### src/rtl/fccc_seq_pkg.sv
// Shared state encoding and default constants for the CCC lock-qualified
// reset/clock-enable sequencer.
package fccc_seq_pkg;

   typedef enum logic [2:0] {
      ST_IDLE    = 3'd0,
      ST_QUALIFY = 3'd1,
      ST_RELEASE = 3'd2,
      ST_RUN     = 3'd3,
      ST_LOST    = 3'd4
   } seq_state_e;

   localparam int unsigned DEF_NUM_CH        = 4;
   localparam int unsigned DEF_DIV_W         = 8;
   localparam int unsigned DEF_LOCK_DEBOUNCE = 16;
   localparam int unsigned DEF_STAGGER       = 4;

   localparam logic [7:0]  LOST_CNT_MAX      = 8'hFF;

   function automatic logic [7:0] sat_inc8(input logic [7:0] v);
      return (v == LOST_CNT_MAX) ? v : v + 8'd1;
   endfunction

endpackage

### src/rtl/fccc_ce_div.sv
// One channel of the clock-enable divider: counter held at 0 in reset,
// counts 0..ratio and wraps, with a registered CE pulse on each wrap.
module fccc_ce_div
   import fccc_seq_pkg::*;
#(
   parameter int unsigned DIV_W = DEF_DIV_W
) (
   input  logic             clk,
   input  logic             reset,
   input  logic             rst_cur,
   input  logic             rst_nxt,
   input  logic [DIV_W-1:0] ratio_in,
   output logic             ce_out
);

   logic [DIV_W-1:0] cnt_q, cnt_d;
   logic [DIV_W-1:0] ratio_q, ratio_d;
   logic             ce_q, ce_d;
   logic             wrap;

   // rst_nxt lets CE drop on the same edge the channel re-enters reset
   always_comb begin
      wrap    = (cnt_q == ratio_q);
      cnt_d   = cnt_q + DIV_W'(1);
      ratio_d = ratio_q;
      ce_d    = 1'b0;
      if (rst_cur || rst_nxt) begin
         cnt_d = '0;
         if (rst_cur) begin
            ratio_d = ratio_in;
         end
      end else if (wrap) begin
         cnt_d   = '0;
         ratio_d = ratio_in;
         ce_d    = 1'b1;
      end
   end

   always_ff @(posedge clk) begin
      if (reset) begin
         cnt_q   <= '0;
         ratio_q <= '0;
         ce_q    <= 1'b0;
      end else begin
         cnt_q   <= cnt_d;
         ratio_q <= ratio_d;
         ce_q    <= ce_d;
      end
   end

   assign ce_out = ce_q;

endmodule

### src/rtl/fccc_rst_seq.sv
// Lock-qualified staggered reset release with per-channel CE dividers.
// Optional FCCC_LOCK_LOSS_CNT_EN builds the saturating lock-loss counter.
//
//   state   | meaning
//   IDLE    | all channels in reset, waiting for synchronized lock
//   QUALIFY | debouncing lock high for LOCK_DEBOUNCE cycles
//   RELEASE | deasserting channel resets one by one, STAGGER apart
//   RUN     | all channels running, READY high
//   LOST    | lock dropped; resets reasserted, return to IDLE next edge
module fccc_rst_seq
   import fccc_seq_pkg::*;
#(
   parameter int unsigned NUM_CH        = DEF_NUM_CH,
   parameter int unsigned DIV_W         = DEF_DIV_W,
   parameter int unsigned LOCK_DEBOUNCE = DEF_LOCK_DEBOUNCE,
   parameter int unsigned STAGGER       = DEF_STAGGER
) (
   input  logic                    CLK,
   input  logic                    RESET,
   input  logic                    LOCK,
   input  logic [NUM_CH*DIV_W-1:0] DIV_RATIO,
   output logic [NUM_CH-1:0]       CE_OUT,
   output logic [NUM_CH-1:0]       RST_OUT,
   output logic                    READY,
   output logic [7:0]              LOCK_LOST_CNT
);

   localparam int unsigned DEB_W = (LOCK_DEBOUNCE > 1) ? $clog2(LOCK_DEBOUNCE) : 1;
   localparam int unsigned STG_W = (STAGGER > 1) ? $clog2(STAGGER) : 1;
   localparam int unsigned IDX_W = $clog2(NUM_CH + 1);

   logic              lock_meta_q;
   logic              lock_s_q;
   seq_state_e        state_q, state_d;
   logic [DEB_W-1:0]  deb_q, deb_d;
   logic [STG_W-1:0]  stg_q, stg_d;
   logic [IDX_W-1:0]  idx_q, idx_d;
   logic [NUM_CH-1:0] rst_q, rst_d;
   logic              ready_q, ready_d;

   always_comb begin
      state_d = state_q;
      deb_d   = deb_q;
      stg_d   = stg_q;
      idx_d   = idx_q;
      rst_d   = rst_q;
      ready_d = ready_q;
      unique case (state_q)
         ST_IDLE: begin
            rst_d   = '1;
            ready_d = 1'b0;
            deb_d   = '0;
            if (lock_s_q) begin
               state_d = ST_QUALIFY;
            end
         end
         ST_QUALIFY: begin
            if (!lock_s_q) begin
               state_d = ST_IDLE;
               deb_d   = '0;
            end else if (deb_q == DEB_W'(LOCK_DEBOUNCE - 1)) begin
               state_d  = ST_RELEASE;
               rst_d[0] = 1'b0;
               stg_d    = STG_W'(STAGGER - 1);
               idx_d    = IDX_W'(1);
            end else begin
               deb_d = deb_q + DEB_W'(1);
            end
         end
         ST_RELEASE: begin
            if (!lock_s_q) begin
               state_d = ST_LOST;
               rst_d   = '1;
               ready_d = 1'b0;
            end else if (idx_q == IDX_W'(NUM_CH)) begin
               state_d = ST_RUN;
               ready_d = 1'b1;
            end else if (stg_q == '0) begin
               // idx_q names the next channel still held in reset
               for (int k = 0; k < NUM_CH; k++) begin
                  if (idx_q == IDX_W'(k)) begin
                     rst_d[k] = 1'b0;
                  end
               end
               idx_d = idx_q + IDX_W'(1);
               stg_d = STG_W'(STAGGER - 1);
            end else begin
               stg_d = stg_q - STG_W'(1);
            end
         end
         ST_RUN: begin
            if (!lock_s_q) begin
               state_d = ST_LOST;
               rst_d   = '1;
               ready_d = 1'b0;
            end
         end
         ST_LOST: begin
            state_d = ST_IDLE;
            rst_d   = '1;
            ready_d = 1'b0;
         end
         default: begin
            state_d = ST_IDLE;
            rst_d   = '1;
            ready_d = 1'b0;
         end
      endcase
   end

   always_ff @(posedge CLK) begin
      if (RESET) begin
         lock_meta_q <= 1'b0;
         lock_s_q    <= 1'b0;
         state_q     <= ST_IDLE;
         deb_q       <= '0;
         stg_q       <= '0;
         idx_q       <= '0;
         rst_q       <= '1;
         ready_q     <= 1'b0;
      end else begin
         lock_meta_q <= LOCK;
         lock_s_q    <= lock_meta_q;
         state_q     <= state_d;
         deb_q       <= deb_d;
         stg_q       <= stg_d;
         idx_q       <= idx_d;
         rst_q       <= rst_d;
         ready_q     <= ready_d;
      end
   end

   for (genvar k = 0; k < NUM_CH; k++) begin : g_ch
      fccc_ce_div #(
         .DIV_W (DIV_W)
      ) u_div (
         .clk      (CLK),
         .reset    (RESET),
         .rst_cur  (rst_q[k]),
         .rst_nxt  (rst_d[k]),
         .ratio_in (DIV_RATIO[k*DIV_W +: DIV_W]),
         .ce_out   (CE_OUT[k])
      );
   end

`ifdef FCCC_LOCK_LOSS_CNT_EN
   logic [7:0] lost_cnt_q, lost_cnt_d;

   always_comb begin
      lost_cnt_d = lost_cnt_q;
      if ((state_d == ST_LOST) && (state_q != ST_LOST)) begin
         lost_cnt_d = sat_inc8(lost_cnt_q);
      end
   end

   always_ff @(posedge CLK) begin
      if (RESET) begin
         lost_cnt_q <= '0;
      end else begin
         lost_cnt_q <= lost_cnt_d;
      end
   end

   assign LOCK_LOST_CNT = lost_cnt_q;
`else
   assign LOCK_LOST_CNT = 8'd0;
`endif

   assign RST_OUT = rst_q;
   assign READY   = ready_q;

endmodule

### config.mk
export PLATFORM = sky130hd
export DESIGN_NAME = fccc_rst_seq
export DESIGN_NICKNAME = d
export VERILOG_FILES = /design/src/rtl/fccc_seq_pkg.sv /design/src/rtl/fccc_ce_div.sv /design/src/rtl/fccc_rst_seq.sv
export SDC_FILE = /design/constraint.sdc
export NUM_CORES = 1
export LEC_CHECK = 0
export ABC_AREA = 1
export CORE_AREA = 4 4 113 94
export DETAILED_ROUTE_END_ITERATION = 16
export DIE_AREA = 0 0 117 98
export PLACE_DENSITY = 0.74
export SLEW_MARGIN = 10
export SYNTH_ARGS = -nofsm -noshare
export SYNTH_HDL_FRONTEND = slang
export SYNTH_SLANG_ARGS = --single-unit
### constraint.sdc
create_clock -name CLK -period 1.5 [get_ports CLK]
set_input_delay 0.3 -clock CLK [delete_from_list [all_inputs] [get_ports CLK]]
set_output_delay 0.3 -clock CLK [all_outputs]
set_load 0.005 [all_outputs]
# Word level (Yosys, flattened, before mapping)
# Cells that the tools add are included.
classes:
  n_addsub: 7
  n_eq_ne: 26
  muxes: 54
  bitwise_logic: 1
  reduce_logical: 30
op_table:
  columns: ["op", "n"]
  rows:
  - ["8-bit two-way mux", 12]
  - ["3-bit two-way mux", 11]
  - ["8-bit by 1-bit adder with 8-bit output, second input constant", 4]
  - ["8-bit == test", 4]
  - ["4-bit two-way mux", 6]
  - ["2-bit != test, second input constant", 11]
  - ["1-bit two-way mux", 13]
  - ["3-bit by 2-bit == test with 1-bit output, second input constant", 4]
  - ["3-bit one-hot mux with 4 select lines", 1]
  - ["2-bit nonzero test", 6]
  - ["3-bit OR reduction", 4]
  - ["2-bit two-way mux", 5]
  - ["2-bit AND reduction", 5]
  - ["3-bit != test, second input constant", 3]
  - ["3-bit one-hot mux with 3 select lines", 1]
  - ["4-bit one-hot mux with 2 select lines", 1]
  - ["2-bit OR reduction", 4]
  - ["3-bit by 1-bit == test with 1-bit output, second input constant", 2]
  - ["3-bit logical NOT", 2]
  - ["1-bit one-hot mux with 3 select lines", 2]
  - ["3-bit one-hot mux with 2 select lines", 1]
  - ["6-bit AND reduction", 1]
  - ["5-bit AND reduction", 1]
  - ["4-bit by 1-bit adder with 4-bit output, second input constant", 1]
  - ["10 further kinds", 13]
word_totals:
  reg_bits: 87
  in_bits: 35
  output_inout_bits: 17
  wordCells: 138

# Longest topological paths before layout
depth:
  ltp_word: 9
  ltp_mapped: 10

# Modules after synthesis
# A second synthesis with hierarchy kept.
unflattened:
  cells_unflattened: 634
  area_unflattened_um2: 4476.8
by_module_without_submodules:
  columns: ["module", "instances", "cells_each", "area_per_inst_um2", "seq_area_each_um2"]
  rows:
  - ["fccc_ce_div", 4, 117, 840.8, 340.3]
  - ["fccc_rst_seq", 1, 166, 1113.6, 380.4]

# Least setup slack after synthesis
# No wires, ideal clock.
synth_timing:
  kind: "reg-to-reg"
  start: "reg deb_q[0]"
  end: "reg deb_q[3]"
  setup_time_ps: 73
  t_arrival_ps: 1243
  slack_ps: 185
  path_stages_with_launch: 8
  cell_sequence: "dfxtp_1 ha_1 nand3_1 o21ai_4 nand2_2 o21ai_2 nand2_2 nor3b_2"
synth_via:
  elab_chain_cells: 4
  word_cells_on_any_way: 7
  cone_classes: "add/sub: 1; eq/ne: 2; mux: 3; reduce/logical: 1"
synth_rtl:
  columns: ["item", "line", "text"]
  rows:
  - ["start: declaration", "fccc_rst_seq.sv:35", "logic [DEB_W-1:0] deb_q, deb_d;"]
  - ["start signal: assignment", "fccc_rst_seq.sv:116", "deb_q <= '0;"]
  - ["start signal: assignment", "fccc_rst_seq.sv:125", "deb_q <= deb_d;"]
  - ["4-bit by 1-bit adder with 4-bit output", "fccc_rst_seq.sv:67", "deb_d = deb_q + DEB_W'(1);"]
  - ["4-bit two-way mux", "fccc_rst_seq.sv:61", "end else if (deb_q == DEB_W'(LOCK_DEBOUNCE - 1)) begin"]
  - ["4-bit two-way mux", "fccc_rst_seq.sv:58", "if (!lock_s_q) begin"]
  - ["4-bit one-hot mux with 2 select lines", "fccc_rst_seq.sv:48", "unique case (state_q)"]
# Several ways; a longest one is shown, not always the timed one. The select of a mux whose other input is x is not followed.
# A chain may end at the register's enable or synchronous reset.

# Worst setup path in the final report
layout_timing:
  start: "reg state_q[1]"
  end: "reg g_ch[1].u_div.ratio_q[5]"
layout_via:
  elab_chain_cells: 5
  word_cells_on_any_way: 9
  cone_classes: "eq/ne: 4; mux: 2; reduce/logical: 3"
layout_rtl:
  columns: ["item", "line", "text"]
  rows:
  - ["start: declaration", "fccc_rst_seq.sv:34", "seq_state_e state_q, state_d;"]
  - ["start signal: assignment", "fccc_rst_seq.sv:124", "state_q <= state_d;"]
  - ["3-bit by 2-bit == test with 1-bit output or 3-bit by 1-bit == test with 1-bit output (tied branches)", "fccc_rst_seq.sv:48", null]
  - ["3-bit one-hot mux with 3 select lines *", "fccc_rst_seq.sv:48", null]
  - ["1-bit logical OR *", "fccc_ce_div.sv:27", "if (rst_cur || rst_nxt) begin"]
  - ["2-bit != test (no line) or 2-bit nonzero test (tied branches)", null, null]
  - ["2-bit AND reduction (no line)", null, null]
  - ["end signal: assignment", "fccc_ce_div.sv:46", "ratio_q <= ratio_d;"]
  - ["end: declaration", "fccc_ce_div.sv:17", "logic [DIV_W-1:0] ratio_q, ratio_d;"]
# Every way passes the cells marked *; elsewhere a longest branch is shown, timed or not.

==> run metrics <==
initial antenna violation count 0; Area contributors post-synth dfxtp_1 38%, nand2_1 12%, nor2_1 7.0%, inv_1 6.5%, a21oi_1 5.4%; Die ar. 11,500 sq um; average wire per standard cell 12.2 um; final WL 9830 um; number of distinct library cells after synthesis 35; drt first pass iters 4; Ys Warns 0; Die Y 98 um; Hold EP lock_s_q; clock slew at reported path FFs 60 ps; Reg2Reg Launch Point state_q[1]; CTS Buf Count 9; endpoints failing hold 0; gpl congestion 0.832; CP Capture Type flip-flop; area of the core 9450 sq um; H-tree depth 3; drt drc 0; EDFF count, synth 0; max-slew violation count 0; die width 117 um; area grow syn2layout 25.3%; critical path class reg -> reg; post-DP HPWL 6720 um; Final Cycle Share 96.9%; final setup fails 0; # IOs 52; worst slew pin tran 514 ps; layout cells sized above 1 16.9%; Max clock buf depth 2; top cells by count, synth 151 x nand2_1, 87 x dfxtp_1, 85 x nor2_1; fillcell total 832; Util after Layout 60.1%; Overall Power 6.15 mW; hold depth 2; status complete, no violations; RSZ-0062 raised after global routing true; Rel. slew slack 65.7%; clock tree from TritonCTS done; # diodes 0; drt initial violations 257; pin count of the biggest net entering global routing 17; clk root buf clkbuf_16; cells after synthesis 628; crit-path max FO 8; reg-to-reg slack, setup 50 ps; Fmax 688 MHz; Crit Reg-Reg Endpoint g_ch[1].u_div.ratio_q[5]; sequential share of the synthesized area 38.4%; power per cell area 1080 nW/um^2; async set-reset flop share out of synthesis 0%; Max Clock Skew 4.39 ps; global-route wire length before repair 16,100 um; Critical Path Start state_q[1]; Top FF cell, synth dfxtp_1; Remaining Overflow, GRT 0; Crit path required time 1730 ps; drt via density 4.85; Pleak 2.38 nW; vias in the first global route 3,683; Clock Latency Late Sink 340 ps; #FFs+latches synth 87; count leader, synth nand2_1; storage element area 1760 sq um; placed cells 782; startpoint types flip-flop; R2R depth 8; # clock sinks 87; Finished Layout Cells 807; Tightest Hold Check Type reg -> reg; Crit path arrival time 1690 ps; Starting Density 48.0%; Vias 3,910; Placement Rows 32; area of the multi-input gates 2480 sq um; leading area contributor after synthesis dfxtp_1; maximum vdd drop 0.501 mV; max cap viols 0; nets 729; GRT Total Usage 17.1%; Yosys top cell area share 38.4%; count of input and output buffers 43; Antenna Nets Post-Route 0; Mapped Area 4540 sq um; min cycle time layout 1450 ps; Mean Syn Cell Area 7.22 sq um; min-delay src lock_meta_q
## critical path, stage by stage (launching register included)
cell and delay [ps]:
dfxtp_2 350, inv_2 60, nor2_4 170, nand2_4 90, nand2_8 160, buf_12 140
nand3_4 130, a21oi_2 170, nor2_1 60
## kinds of logic after synthesis
logic type	Yosys count	share of synthesized area, %
AND/OR/NAND/NOR	335	35.6
buffers and inverters	112	11.3
flip-flops	87	38.4
AO/OA/AOI/OAI	57	6.73
adder cells (fa/ha/maj)	11	3.03
other	1	0.0827
XOR/XNOR	25	4.83
## report_power, final
| part | switching [mW] | total (mW) | internal, mW |
|---|---|---|---|
| clock network | 0.910 | 2.54 | 1.63 |
| registers | 0.0888 | 2.53 | 2.44 |
| logic | 0.626 | 1.07 | 0.447 |
| total | 1.62 | 6.15 | 4.52 |
## flip-flops by register name, summed over array words and instances (netlist names)
register,count
READY,1
RST_OUT,4
deb_q,4
g_ch.u_div.ce_out,4
g_ch.u_div.cnt_q,32
g_ch.u_div.ratio_q,32
idx_q,3
lock_meta_q,1
lock_s_q,1
state_q,3
stg_q,2
## cells in the final DEF (no fill, tap or decap), types with 3 or more instances in the layout
cell type,instances
dfxtp_2,11
nand3_1,46
nor3b_2,7
a21oi_2,6
xor2_1,9
a21oi_1,43
bufinv_16,3
xnor2_1,16
nor3_2,6
nand3_4,7
buf_12,4
nor2_1,74
nand2_1,149
dfxtp_1,76
nand4_1,4
inv_1,79
clkbuf_16,9
nor2_2,10
conb_1,8
nor3_1,6
nand2_4,7
nand2_2,4
nor2_4,9
clkdlybuf4s50_1,37
inv_2,4
dlymetal6s2s_1,5
buf_4,16
ha_1,10
o21ai_0,3
## layout make-up
type                            instances  area share (%)
Multi-Input combinational cell        438            43.7
Sequential cell                        87            30.9
Timing Repair Buffer                   63            11.3
Inverter                               84            5.55
Clock buffer                           11            4.10
Tap cell                              119            2.62
Clock inverter                          5            1.87
## how the worst max path moves through the flow
stage,end,slack (ps),cells after the start
after floorplan,deb_q[3],180,7
after global placement,RST_OUT[3],-40,5
after detailed placement,RST_OUT[1],-50,5
after CTS,READY,0.6,1
after global routing,stg_q[0],-100,9
final,g_ch[1].u_div.ratio_q[5],50,8
## metal layers
| layer | up-vias | track usage [%] | wire [um] |
|---|---|---|---|
| li1 | 2048 | - | - |
| met1 | 1771 | 21.2 | 4430 |
| met2 | 75 | 28.7 | 4840 |
| met3 | 16 | 5.64 | 391 |
| met4 | 0 | 4.23 | 170 |
| met5 | - | 0 | 0 |
## through the flow
step,TNS [ps],area [sq um],hold WS (ps),setup slack (ps)
2_1_floorplan,0,4560,369,185
3_3_place_gp,-129,5070,389,-44.5
3_5_place_dp,-560,5070,396,-50.3
4_1_cts,0,5430,407,0.615
5_1_grt,-1670,5680,430,-102
6_report,0,5680,410,45.9
## timing repair
| action | in CTS | in global routing |
|---|---|---|
| setup buffers | 1 | 6 |
| gates resized for setup | 6 | 49 |
| gates cloned | 0 | 2 |
| hold buffers | 0 | 0 |
| pin swaps | 1 | 9 |
| endpoints found under the setup margin | 5 | 62 |
Note: power is estimated with default switching activity, not from simulation.
